### src/rtl/sprite_draw_arbiter.sv
// Round-robin arbiter that multiplexes NUM_REQ sprite drawers onto one VGA pixel port.
// Define ARB_TIMEOUT_EN to add a hold watchdog that force-releases a grant after MAX_HOLD cycles.
module sprite_draw_arbiter #(
    parameter int unsigned NUM_REQ  = 4,
    parameter int unsigned MAX_HOLD = 4096
) (
    input  logic                  clk,
    input  logic                  reset_n,
    input  logic [NUM_REQ-1:0]    req,
    input  logic [NUM_REQ-1:0]    done,
    input  logic [NUM_REQ*10-1:0] x_in,
    input  logic [NUM_REQ*10-1:0] y_in,
    input  logic [NUM_REQ*3-1:0]  color_in,
    input  logic [NUM_REQ-1:0]    we_in,
    output logic [NUM_REQ-1:0]    gnt,
    output logic [9:0]            x,
    output logic [9:0]            y,
    output logic [2:0]            color,
    output logic                  writeEn,
    output logic                  busy,
    output logic                  timeout_err
);
    localparam int unsigned PW = $clog2(NUM_REQ);

    if (NUM_REQ < 2 || NUM_REQ > 8 || MAX_HOLD < 2 || MAX_HOLD > 8192) begin : g_bad_cfg
        $error("sprite_draw_arbiter: NUM_REQ or MAX_HOLD out of range");
    end

    typedef enum logic [1:0] {
        IDLE,
        GRANT,
        RELEASE
    } state_e;

    state_e             state_q;
    logic [NUM_REQ-1:0] gnt_q;
    logic [PW-1:0]      g_q;
    logic [PW-1:0]      rr_ptr_q;
    logic [PW-1:0]      next_ptr;
    logic [PW-1:0]      win;
    logic               found;
    logic               user_rel;
    logic               release_now;

    logic [9:0] x_arr [NUM_REQ];
    logic [9:0] y_arr [NUM_REQ];
    logic [2:0] c_arr [NUM_REQ];

    always_comb begin
        for (int unsigned i = 0; i < NUM_REQ; i++) begin
            x_arr[i] = x_in[i*10 +: 10];
            y_arr[i] = y_in[i*10 +: 10];
            c_arr[i] = color_in[i*3 +: 3];
        end
    end

    // First set request at or above rr_ptr, wrapping past NUM_REQ-1 back to 0.
    always_comb begin
        int unsigned idx;
        idx   = 0;
        win   = '0;
        found = 1'b0;
        for (int unsigned k = 0; k < NUM_REQ; k++) begin
            idx = k + 32'(rr_ptr_q);
            if (idx >= NUM_REQ) begin
                idx = idx - NUM_REQ;
            end
            if (!found && req[idx[PW-1:0]]) begin
                win   = idx[PW-1:0];
                found = 1'b1;
            end
        end
    end

    assign next_ptr = (32'(g_q) == NUM_REQ - 1) ? '0 : g_q + 1'b1;
    assign user_rel = done[g_q] | ~req[g_q];

`ifdef ARB_TIMEOUT_EN
    logic [12:0] hold_q;
    logic        err_q;
    logic        hold_hit;

    assign hold_hit    = (hold_q == 13'(MAX_HOLD - 1));
    assign release_now = user_rel | hold_hit;
    assign timeout_err = err_q;
`else
    assign release_now = user_rel;
    assign timeout_err = 1'b0;
`endif

    always_ff @(posedge clk or negedge reset_n) begin
        if (!reset_n) begin
            state_q  <= IDLE;
            gnt_q    <= '0;
            g_q      <= '0;
            rr_ptr_q <= '0;
`ifdef ARB_TIMEOUT_EN
            hold_q   <= '0;
            err_q    <= 1'b0;
`endif
        end else begin
            unique case (state_q)
                IDLE: begin
                    if (found) begin
                        state_q <= GRANT;
                        g_q     <= win;
                        gnt_q   <= NUM_REQ'(1) << win;
`ifdef ARB_TIMEOUT_EN
                        hold_q  <= '0;
`endif
                    end
                end
                GRANT: begin
`ifdef ARB_TIMEOUT_EN
                    hold_q <= hold_q + 13'd1;
                    // Only flag the watchdog when the requester did not release on its own.
                    if (hold_hit && !user_rel) begin
                        err_q <= 1'b1;
                    end
`endif
                    if (release_now) begin
                        state_q <= RELEASE;
                        gnt_q   <= '0;
                    end
                end
                RELEASE: begin
                    state_q  <= IDLE;
                    rr_ptr_q <= next_ptr;
                end
                default: state_q <= IDLE;
            endcase
        end
    end

    assign gnt  = gnt_q;
    assign busy = (state_q != IDLE);

    always_comb begin
        x       = '0;
        y       = '0;
        color   = '0;
        writeEn = 1'b0;
        if (state_q == GRANT) begin
            x       = x_arr[g_q];
            y       = y_arr[g_q];
            color   = c_arr[g_q];
            writeEn = we_in[g_q];
        end
    end

endmodule

### config.mk
export PLATFORM = sky130hd
export DESIGN_NAME = sprite_draw_arbiter
export DESIGN_NICKNAME = d
export VERILOG_FILES = /design/src/rtl/sprite_draw_arbiter.sv
export SDC_FILE = /design/constraint.sdc
export NUM_CORES = 1
export LEC_CHECK = 0
export BUFFER_PORTS_ARGS = -buffer_cell sky130_fd_sc_hd__buf_2
export CAP_MARGIN = 15
export CORE_MARGIN = 4
export CORE_UTILIZATION = 30
export CTS_CLUSTER_DIAMETER = 40
export CTS_CLUSTER_SIZE = 20
export DETAILED_ROUTE_END_ITERATION = 8
export GPL_TIMING_DRIVEN = 0
export PLACE_DENSITY = 0.67
export RECOVER_POWER = 50
export SYNTH_ARGS = -nofsm -noshare
export SYNTH_HDL_FRONTEND = slang
export SYNTH_SLANG_ARGS = --single-unit
### constraint.sdc
create_clock -name clk -period 2.8 [get_ports clk]
set_input_delay 0.28 -clock clk [delete_from_list [all_inputs] [get_ports clk]]
set_output_delay 0.28 -clock clk [all_outputs]
set_load 0.02 [all_outputs]
==> results.md <==
* Peak VDD IR at 0.000408 V
* Final Max Tran Viols at 0
* Worst-Margin Slew at 570 ps
* Crit Path Max Fanout at 10
* Max Freq at 470 MHz
* Sink Count at 10
* Setup bufs post-CTS at 0
* Filler Cell Count at 405
* Setup crit end kind: output port
* Skew final at 0.323 ps
* Die width at 74.6 um
* N_diodes at 0
* Global-route wire length before repair at 6.87 mm
* Cts bufs inserted at 3
* Die Ht at 74.6 um
* Mapped Cells at 108
* Port Buf Inserts at 134
* CP arrival at 1850 ps
* Global-route usage over all layers at 15.9%
* Vias per cell at 4.97
* Path type of the worst setup path: register to output port
* CTS H-Tree Depth at 1
* Register area at 250 um^2
* Synth top area share at 40.6%
* Seq/Total Area, Yosys at 18.8%
* Vias in the first global route at 1562
* Async S/R FF share, synth at 100%
* DRC Markers at 0
* Final HPWL DP at 4.26 mm
* Max-Slew Margin vs Limit at 61.7%
* Setup total negative slack at 0 ps
* Rows at 23
* Status: complete, no violations
* CTS max path bufs at 2
* PD cells at 894 mW/mm^2
* Post-Syn Area at 0.00133 mm^2
* Lkg Pwr at 1.06 nW
* Hold Path Cell Cnt at 3
* Starting Density at 32.2%
* Via Count at 1477
* Mapped Nets at 215
* CTS tree: yes
* Final ANT Viol Nets at 0
* Synth warnings at 0
* Clk_lat worst skew at 230 ps
* Hold_sp: req[2]
* Synth area leader: mux4_2
* Period utilization at 76.0%
* Worst Path Required at 2520 ps
* Cell count of the worst reg-to-reg path at 5
* Number of antenna violations at the first check in global routing at 0
* Startpoint types: register
* Worst Hold Path EP: g_q[0]
* Hold/Removal Path Class: primary input to register
* Tmin final at 2130 ps
* Reg-to-Reg Start: g_q[0]
* Iter 0 DRT Violations at 21
* Top-level I/O count at 136
* Synthesis-stage register bit count at 10
* Number of synthesized flops with an enable pin at 0
* Synth top area cells: mux4_2 41%, dfrtp_1 19%, nor2b_1 11%, buf_6 3.4%, and4bb_1 1.9%
* Unrepaired setup endpoints after global routing: no
* Gpl congestion at 0.769
* Area Overhead vs Synth at 58.0%
* Final Hold Violating Endpoints at 0
* Number of gates resized after CTS at 0
* Leading register cell type out of synthesis: dfrtp_1
* Routed WL at 4.79 mm
* Root Buffer: clkbuf_8
* Fraction of layout cells with a size suffix above 1 at 68.4%
* Total grt overflow at 0
* Final setup fails at 0
* Nets at 355
* Post-Syn Area per Cell at 12.3 um^2
* Largest net degree at the start of global routing at 11
* Flop2flop setup slack at 920 ps
* Top cells by count, synth: 24 x mux4_2, 24 x nor2b_1, 10 x dfrtp_1, 4 x buf_6, 4 x nand2_1
* Area of the multi-input gates at 982 um^2
* TritonRoute pass-1 iters at 4
* Final instance area at 0.00211 mm^2
* Total core area at 0.00414 mm^2
* Cell Area, Placed at 0.00207 mm^2
* Die Area at 0.00557 mm^2
* Clock transition at the registers of the reported paths at 50 ps
* MaxCap Viol Count at 0
* DR WL/cell at 16.1 um
* Netlist cell types at 34
* Reg2reg end: gnt[1]
==> layout make-up <==
cell class	instances	area share (%)
timing repair buffer	135	32.0
clock buffer	4	2.61
tap	50	2.97
inverter	3	0.535
sequential	10	11.9
buffer	9	3.33
multi-input combinational	86	46.6
==> through the flow <==
step / hold slack [ps] / power [mW] / util (%) / instances / setup WS, ps
2_1_floorplan: -15.6 / 1.36 / - / 108 / 1110
3_3_place_gp: 148 / 1.74 / 49.8 / 292 / 901
3_5_place_dp: 153 / 1.75 / 49.8 / 292 / 900
4_1_cts: 432 / 1.94 / 51.4 / 297 / 642
5_1_grt: 513 / 2.04 / 50.8 / 297 / 549
6_report: 475 / 1.88 / 50.8 / 297 / 673
==> flip-flops by register name (all words and copies together) (netlist names) <==
signal and cells:
state_q 2, rr_ptr_q 2, gnt 4, g_q 2
==> worst max-delay path by stage <==
| stage | startpoint | end | cells after the start |
|---|---|---|---|
| final | g_q[0] | color[1] | 5 |
| after global routing | g_q[0] | x[7] | 5 |
| after CTS | g_q[0] | color[1] | 5 |
| after detailed placement | g_q[0] | x[2] | 5 |
| after global placement | g_q[0] | x[2] | 5 |
| after floorplan | g_q[0] | color[0] | 4 |
==> what timing repair did <==
action,in CTS,in global routing
hold buffers,1,0
endpoints found under the hold margin,10,0
endpoints found under the setup margin,0,0
==> logic make-up after synthesis <==
logic type	synth area share, %
simple gates	22.2
other cells	0.281
mux	41.4
flops	18.8
fa+ha+maj	0.939
buf+inv	6.10
compound gates	10.3
==> layer usage <==
layer  GRT usage, %  wire length (um)  up-vias
li1               -                 -      711
met1           18.2              1650      688
met2           30.4              2620       72
met3           2.27               462        6
met4           4.55                58        0
met5              0                 0        -
==> critical path, cell delays in order, from the launching register on <==
cell and delay, ps:
dfrtp_1 390, buf_6 190, buf_6 200, mux4_2 510
nor2b_1 140, buf_2 170
==> layout by cell type, fill, tap and decap left out <==
master | netlist | routed
nand2_1 | 4 | 4
o22ai_1 | 1 | 1
mux2_2 | 1 | 1
nor4_1 | 1 | 2
a31oi_1 | 1 | 1
nor4b_4 | 1 | 1
and2_1 | 1 | 1
ha_1 | 1 | 1
inv_1 | 3 | 3
o31ai_1 | 1 | 1
a31o_1 | 1 | 1
mux4_2 | 24 | 24
or2_0 | 0 | 2
o22a_1 | 1 | 1
a32o_2 | 2 | 2
nor2_2 | 1 | 1
a32o_1 | 2 | 2
clkbuf_1 | 2 | 7
o32ai_1 | 1 | 1
o21a_1 | 1 | 1
conb_1 | 1 | 1
dlygate4sd3_1 | 0 | 1
buf_6 | 4 | 4
o21ai_0 | 0 | 2
nand2b_1 | 3 | 3
a21boi_0 | 1 | 1
buf_2 | 2 | 131
and4bb_1 | 2 | 2
nor2b_1 | 24 | 24
clkbuf_8 | 0 | 4
and4b_1 | 1 | 1
o21ai_1 | 3 | 1
a21oi_1 | 2 | 3
buf_4 | 1 | 1
dfrtp_1 | 10 | 10
==> where the power goes <==
part,leakage [nW],internal (mW),switching [mW]
clock network,0.0288,0.123,0.0541
registers,0.127,0.209,0.0568
logic,0.903,0.698,0.741
No activity file was read; power rests on OpenSTA's default activity.
